$ cat config.mk
export PLATFORM = sky130hd
export DESIGN_NAME = seven_seg_scan_ctrl_flat
export DESIGN_NICKNAME = d
export VERILOG_FILES = /design/src/rtl/seven_seg_pkg.sv /design/src/rtl/seven_seg_scan_ctrl_if.sv /design/src/rtl/seven_seg_scan_ctrl_seg_decoder.sv /design/src/rtl/seven_seg_scan_ctrl.sv /design/src/flat_wrapper.sv
export SDC_FILE = /design/constraint.sdc
export NUM_CORES = 1
export LEC_CHECK = 0
export BUFFER_PORTS_ARGS = -buffer_cell sky130_fd_sc_hd__buf_2
export CAP_MARGIN = 40
export CELL_PAD_IN_SITES_DETAIL_PLACEMENT = 1
export CELL_PAD_IN_SITES_GLOBAL_PLACEMENT = 1
export CORE_ASPECT_RATIO = 1.1
export CORE_MARGIN = 2
export CORE_UTILIZATION = 41
export CTS_BUF_LIST = sky130_fd_sc_hd__clkbuf_16
export DETAILED_ROUTE_END_ITERATION = 8
export GPL_ROUTABILITY_DRIVEN = 0
export PLACE_DENSITY = 0.77
export SKIP_LAST_GASP = 1
export SLEW_MARGIN = 30
export SYNTH_ARGS = -nofsm -noshare
export SYNTH_HDL_FRONTEND = slang
export SYNTH_SLANG_ARGS = --single-unit
$ cat constraint.sdc
create_clock -name clk -period 1.9 [get_ports clk]
set_input_delay 0.285 -clock clk [delete_from_list [all_inputs] [get_ports clk]]
set_output_delay 0.285 -clock clk [all_outputs]
set_load 0.05 [all_outputs]
$ cat src/rtl/seven_seg_pkg.sv
// Shared constants for the seven-segment scan controller: register offsets,
// CTRL bit positions and the active-low segment encoding table.
package seven_seg_pkg;

  localparam logic [7:0] OFS_DIG_LO = 8'd0;
  localparam logic [7:0] OFS_DIG_HI = 8'd1;
  localparam logic [7:0] OFS_MASK   = 8'd2;
  localparam logic [7:0] OFS_CTRL   = 8'd3;
  localparam logic [7:0] OFS_CLEAR  = 8'd4;

  localparam int CTRL_BLANK_BIT = 0;
  localparam int CTRL_LZS_BIT   = 1;

  localparam logic [7:0] SEG_OFF     = 8'hFF;
  localparam logic [7:0] SEG_DP_ONLY = 8'h7F;
  localparam logic [3:0] SEL_OFF     = 4'b1111;

  // Active-low {g,f,e,d,c,b,a} patterns for hex digits 0..F.
  localparam logic [6:0] SEG_TABLE [16] = '{
    7'h40, 7'h79, 7'h24, 7'h30, 7'h19, 7'h12, 7'h02, 7'h78,
    7'h00, 7'h10, 7'h08, 7'h03, 7'h46, 7'h21, 7'h06, 7'h0E
  };

  typedef enum logic [2:0] {
    REG_DIG_LO,
    REG_DIG_HI,
    REG_MASK,
    REG_CTRL,
    REG_CLEAR,
    REG_NONE
  } reg_sel_e;

endpackage

$ cat src/rtl/seven_seg_scan_ctrl_if.sv
// Processor-side write bus into the scan controller.
interface seven_seg_scan_ctrl_if;
  logic       bus_we;
  logic [7:0] addr;
  logic [7:0] data_in;

  modport master (output bus_we, output addr, output data_in);
  modport slave  (input  bus_we, input  addr, input  data_in);
endinterface

$ cat src/rtl/seven_seg_scan_ctrl_seg_decoder.sv
// Combinational nibble to active-low seven-segment pattern.
module seg_decoder
  import seven_seg_pkg::*;
(
  input  logic [3:0] nibble,
  output logic [6:0] seg
);

  always_comb begin
    seg = SEG_TABLE[nibble];
  end

endmodule

$ cat src/rtl/seven_seg_scan_ctrl.sv
// 4-digit common-anode display controller: bus-written registers, refresh
// prescaler, digit scanner, leading-zero suppression and registered pin drivers.
module seven_seg_scan_ctrl
  import seven_seg_pkg::*;
#(
  parameter logic [7:0] BASE_ADDR   = 8'hD0,
  parameter int         REFRESH_DIV = 100000,
  parameter int         DIV_WIDTH   = 17
) (
  input  logic                 clk,
  input  logic                 reset,
  seven_seg_scan_ctrl_if.slave bus,
  output logic [3:0]           seg_select_out,
  output logic [7:0]           hex_out
);

  localparam logic [DIV_WIDTH-1:0] DIV_LAST = DIV_WIDTH'(REFRESH_DIV - 1);

  logic [7:0]           dig_lo_q, dig_lo_d;
  logic [7:0]           dig_hi_q, dig_hi_d;
  logic [7:0]           mask_q, mask_d;
  logic [1:0]           ctrl_q, ctrl_d;
  logic [DIV_WIDTH-1:0] div_q, div_d;
  logic [1:0]           idx_q, idx_d;
  logic [3:0]           sel_q, sel_d;
  logic [7:0]           hex_q, hex_d;

  logic [7:0] addr_ofs;
  reg_sel_e   reg_sel;
  logic       tick;
  logic [3:0] nib [4];
  logic [3:0] dp;
  logic [3:0] digit_en;
  logic       blank_all;
  logic       lzs;
  logic [3:0] lead_zero;
  logic       higher_zero;
  logic [3:0] cur_nib;
  logic [6:0] cur_seg;
  logic [3:0] cur_sel;
  logic       suppress;

  always_comb begin
    addr_ofs = bus.addr - BASE_ADDR;
    reg_sel  = REG_NONE;
    if (bus.bus_we) begin
      case (addr_ofs)
        OFS_DIG_LO: reg_sel = REG_DIG_LO;
        OFS_DIG_HI: reg_sel = REG_DIG_HI;
        OFS_MASK:   reg_sel = REG_MASK;
        OFS_CTRL:   reg_sel = REG_CTRL;
        OFS_CLEAR:  reg_sel = REG_CLEAR;
        default:    reg_sel = REG_NONE;
      endcase
    end
  end

  always_comb begin
    dig_lo_d = dig_lo_q;
    dig_hi_d = dig_hi_q;
    mask_d   = mask_q;
    ctrl_d   = ctrl_q;
    case (reg_sel)
      REG_DIG_LO: dig_lo_d = bus.data_in;
      REG_DIG_HI: dig_hi_d = bus.data_in;
      REG_MASK:   mask_d   = bus.data_in;
      REG_CTRL:   ctrl_d   = bus.data_in[1:0];
      REG_CLEAR: begin
        dig_lo_d = '0;
        dig_hi_d = '0;
        mask_d   = '0;
        ctrl_d   = '0;
      end
      default: ;
    endcase
  end

  // The scanner advances on tick regardless of any register write that cycle.
  always_comb begin
    tick  = (div_q == DIV_LAST);
    div_d = tick ? '0 : div_q + 1'b1;
    idx_d = tick ? idx_q + 2'd1 : idx_q;
  end

  always_comb begin
    nib[0]    = dig_lo_q[3:0];
    nib[1]    = dig_lo_q[7:4];
    nib[2]    = dig_hi_q[3:0];
    nib[3]    = dig_hi_q[7:4];
    dp        = mask_q[3:0];
    digit_en  = mask_q[7:4];
    blank_all = ctrl_q[CTRL_BLANK_BIT];
    lzs       = ctrl_q[CTRL_LZS_BIT];
  end

  // Walk from the top digit down; disabled digits never break a run of leading zeros.
  always_comb begin
    lead_zero   = '0;
    higher_zero = 1'b1;
    for (int k = 3; k >= 0; k--) begin
      lead_zero[k] = higher_zero && (nib[k] == 4'd0);
      if (digit_en[k] && (nib[k] != 4'd0)) begin
        higher_zero = 1'b0;
      end
    end
  end

  always_comb begin
    cur_nib = nib[idx_q];
  end

  seg_decoder u_seg_decoder (
    .nibble (cur_nib),
    .seg    (cur_seg)
  );

  always_comb begin
    sel_d    = SEL_OFF;
    hex_d    = SEG_OFF;
    cur_sel  = ~(4'b0001 << idx_q);
    suppress = lzs && (idx_q != 2'd0) && lead_zero[idx_q];
    if (digit_en[idx_q] && !blank_all) begin
      if (suppress) begin
        if (dp[idx_q]) begin
          sel_d = cur_sel;
          hex_d = SEG_DP_ONLY;
        end
      end else begin
        sel_d = cur_sel;
        hex_d = {~dp[idx_q], cur_seg};
      end
    end
  end

  always_ff @(posedge clk) begin
    if (reset) begin
      dig_lo_q <= '0;
      dig_hi_q <= '0;
      mask_q   <= '0;
      ctrl_q   <= '0;
      div_q    <= '0;
      idx_q    <= '0;
      sel_q    <= SEL_OFF;
      hex_q    <= SEG_OFF;
    end else begin
      dig_lo_q <= dig_lo_d;
      dig_hi_q <= dig_hi_d;
      mask_q   <= mask_d;
      ctrl_q   <= ctrl_d;
      div_q    <= div_d;
      idx_q    <= idx_d;
      sel_q    <= sel_d;
      hex_q    <= hex_d;
    end
  end

  assign seg_select_out = sel_q;
  assign hex_out        = hex_q;

endmodule

$ cat src/flat_wrapper.sv
// flat-port wrapper written by rule: the top's interface ports become plain ports
module seven_seg_scan_ctrl_flat import seven_seg_pkg::*;
#(
  parameter logic [7:0] BASE_ADDR   = 8'hD0,
  parameter int         REFRESH_DIV = 100000,
  parameter int         DIV_WIDTH   = 17
)
  (clk, reset, seg_select_out, hex_out, bus_bus_we, bus_addr, bus_data_in);
  seven_seg_scan_ctrl_if bus_i ();
  input  logic clk;
  input  logic reset;
  output logic [3:0] seg_select_out;
  output logic [7:0] hex_out;
  input wire logic [$bits(bus_i.bus_we)-1:0] bus_bus_we;
  input wire logic [$bits(bus_i.addr)-1:0] bus_addr;
  input wire logic [$bits(bus_i.data_in)-1:0] bus_data_in;
  assign bus_i.bus_we = bus_bus_we;
  assign bus_i.addr = bus_addr;
  assign bus_i.data_in = bus_data_in;
  seven_seg_scan_ctrl #(.BASE_ADDR(BASE_ADDR), .REFRESH_DIV(REFRESH_DIV), .DIV_WIDTH(DIV_WIDTH)) u_core (.clk(clk), .reset(reset), .bus(bus_i), .seg_select_out(seg_select_out), .hex_out(hex_out));
endmodule
==> summary.txt <==
Setup path
  • Worst Setup SP: u_core.idx_q[0]
  • Crit end category: flip-flop
  • Category of the most critical setup path: flip-flop to flip-flop
  • Critical Path Fanout Max: 5
  • Reg2reg start: u_core.idx_q[0]
  • CP max stage cell: mux4_2
  • CP arrival: between 1500 and 2000 ps
  • Worst path required time: between 2000 and 2500 ps
  • Slowest Stage Delay on Critical Path: approximately 560 ps
  • Critical-path cell list: mux4_2 > ha_2 > mux2_4 > a22oi_1 > nand3_1
  • Crit start category: flip-flop

Timing
  • Slew @ Worst Pin: 744 ps
  • Clock period minus worst slack: between 1500 and 2000 ps
  • Total negative setup slack: 0 ps
  • Period utilization: slightly below 100%
  • Rel. slew slack: between 50% and 60%
  • Slew Viols, Final: 0
  • Fmax: between 0.5 and 0.6 GHz
  • Setup-failing EPs final: 0
  • Final Hold Vio Count: 0
  • Clk_skew: between 8 and 9 ps
  • Final worst slack: 70.1 ps

Placed design
  • PortBufs: 30
  • Post-DP HPWL: 4.94 mm
  • Pre-CTS WS: around 56 ps

Clocking
  • Cts hold-fix bufs: 0
  • Clock latency at the later pin of the worst-skew pair: 330 ps
  • Root Buffer: clkbuf_16
  • Longest Clk Path Bufs: 2
  • CTS tree: done
  • Clk sinks: 57
  • Clock Pin Slew Worst Setup and Hold Paths: roughly 50 ps
  • H-tree depth: 3
  • CTS buffer count: 9

Finish
  • Fin nets: around 340
  • Area growth syn-to-layout: 22.8%
  • Antenna diodes: 0
  • Fraction of layout cells with a size suffix above 1: between 20 and 30%

Min path
  • Hold_sp: bus_data_in[4]
  • Worst Hold Class: primary input to flip-flop

Global routing
  • GRT Total Usage: 20.3%
  • Initial antenna violation count: 0
  • GRT overflow: 0
  • First-pass GRT wire length: about 11 mm
  • Largest net degree at the start of global routing: 15
  • Vias in the first global route: 2272

Detailed routing
  • Via-to-Cell Ratio: ~5.6
  • Vias: 2254
  • Remaining DRCs: 0
  • Drt initial violations: 91
  • Post-DRT Antenna Nets: 0
  • TritonRoute pass-1 iters: 4
  • DRT Wirelength: approximately 7 mm
  • WL per Instance: ~17 µm

Flow run
  • MaxCap Viol Count: 0

Synthesis
  • Post-synthesis mux area share: a little over a tenth
  • Compound-Gate Fraction of Synth Area: 14.7%
  • Distinct cells, synth: 48
  • Post-Syn Area: approximately 2800 µm²
  • Synth Net Count: between 200 and 300
  • Mapped Cells: approximately 270
  • #FFs+latches synth: 57
  • Largest family of logic cells by synthesized area: simple AND/OR/NAND/NOR gates
  • Ys async rst share: 0%
  • EDFF count, synth: 0
  • Most used DFF post-synth: dfxtp_1
  • Simple logic cell fraction of the synthesized area: between 10% and 20%
  • Seq/Total Area, Yosys: between 40% and 50%
  • Post-Synth Adder-Cell Area: ~5.5%
  • Warnings, synthesis: 0
  • Xor/xnor cell area share of the yosys netlist: between 5 and 6%
  • Syn Area/Cell: between 10 and 15 µm²

Floorplanning
  • FP Rows: 31
  • Chip width: roughly 80 µm
  • Die area: roughly 7400 µm²
  • Initial core utilization: between 40% and 50%
  • IO Count: 31
  • Die Y-Extent: roughly 90 µm
  • Core area: between 6000 and 7000 µm²

Power
  • Max IR drop VDD: between 0.4 and 0.5 mV
  • Cell Pwr Density: about 850 nW/µm²
  • Lkg Pwr: approximately 1.3 nW

Status
  • Status: complete, no violations
-- worst paths after layout --
| path | end | slack [ps] | depth (start not counted) |
|---|---|---|---|
| setup reg to reg | u_core.hex_out[6] | 70 | 5 |
| setup / recovery | u_core.hex_out[6] | 70 | 5 |
| hold reg to reg | u_core.div_q[0] | 440 | 1 |
| hold / removal | u_core.mask_q[4] | 200 | 2 |
-- metal layers --
layer / global-route usage [%] / wire length, µm / vias to the layer above
li1: - / - / 1087
met1: 26.2 / 3060 / 1108
met2: 32.9 / 3490 / 52
met3: 4.92 / 267 / 7
met4: 6.81 / 115 / 0
met5: 0 / 0 / -
-- layout by cell type (no fill, tap or decap), drive strengths merged, types with 4 or more instances in the layout --
cell type | Yosys | final
nor2 | 21 | 21
buf | 6 | 46
mux2i | 4 | 4
nor2b | 7 | 7
a22o | 24 | 24
xnor2 | 8 | 8
nor4 | 6 | 6
clkbuf | 5 | 9
and3 | 4 | 4
and2 | 4 | 4
clkinv | 0 | 4
dfxtp | 57 | 57
inv | 8 | 9
nand3 | 4 | 4
nor3b | 4 | 4
mux4 | 9 | 9
nand4 | 14 | 14
a21oi | 11 | 11
xor2 | 9 | 9
ha | 12 | 12
nand2 | 13 | 13
-- what timing repair did --
action | CTS | global route
gates resized for setup | 0 | 3
setup endpoints to repair | 0 | 4
setup buffers | 0 | 4
-- final cells by class --
cell class / count / area, µm²
timing repair buffer: 46 / 287
sequential: 57 / 1140
fill: 748 / 3180
tap: 82 / 103
clock buffer: 9 / 225
clock inverter: 7 / 72.6
inverter: 8 / 30.0
multi-input combinational: 190 / 1520
-- synthesized netlist by cell type (4+ instances only) --
master / instances / share of area, %
dfxtp_1: 57 / 41
a22o_1: 24 / 7.6
nor2_1: 21 / 2.9
nand4_1: 14 / 3.2
nand2_1: 13 / 1.8
ha_1: 12 / 5.5
a21oi_1: 11 / 2.0
xor2_1: 9 / 2.9
mux4_2: 8 / 6.5
xnor2_1: 8 / 2.5
inv_1: 7 / 0.96
nor2b_1: 7 / 1.6
nor4_1: 6 / 1.4
and2_1: 4 / 0.91
and3_1: 4 / 0.91
buf_2: 4 / 0.73
clkbuf_1: 4 / 0.55
mux2i_1: 4 / 1.5
nand3_1: 4 / 0.73
-- power breakdown --
| group | switching (mW) | leakage, nW | internal, mW |
|---|---|---|---|
| clock network | 0.555 | 0.147 | 1.01 |
| registers | 0.00480 | 0.461 | 1.20 |
| logic | 0.0507 | 0.700 | 0.0339 |
| total | 0.610 | 1.31 | 2.25 |
-- sequential cells by signal, summed over array words and instances (netlist names) --
register,flops
u_core.div_q,17
u_core.dig_hi_q,8
u_core.dig_lo_q,8
u_core.hex_out,8
u_core.mask_q,8
u_core.seg_select_out,4
u_core.ctrl_q,2
u_core.idx_q,2
-- cell families after synthesis --
family | after synthesis
xor+xnor | 17
buf+inv | 19
mux | 16
fa+ha+maj | 12
flops | 57
simple gates | 92
compound gates | 53
-- stage by stage --
stage          instance area (µm²)  util, %  hold WS (ps)  power, mW  instances
2_1_floorplan                 2760        -           411       1.28        266
3_3_place_gp                  3030     46.2           422       1.31        379
3_5_place_dp                  3030     46.2           436       1.32        379
4_1_cts                       3330     50.8           203       2.88        395
5_1_grt                       3380     51.5           211       2.94        399
6_report                      3380     51.5           204       2.86        399
-- worst max-delay path: cells and delay by family (launching register included) --
kind            cells  cell delay, ps
compound gates      1             140
simple gates        1             110
flops               1             350
mux                 2             830
fa+ha+maj           1             240
(Power assumes the default switching activity.)
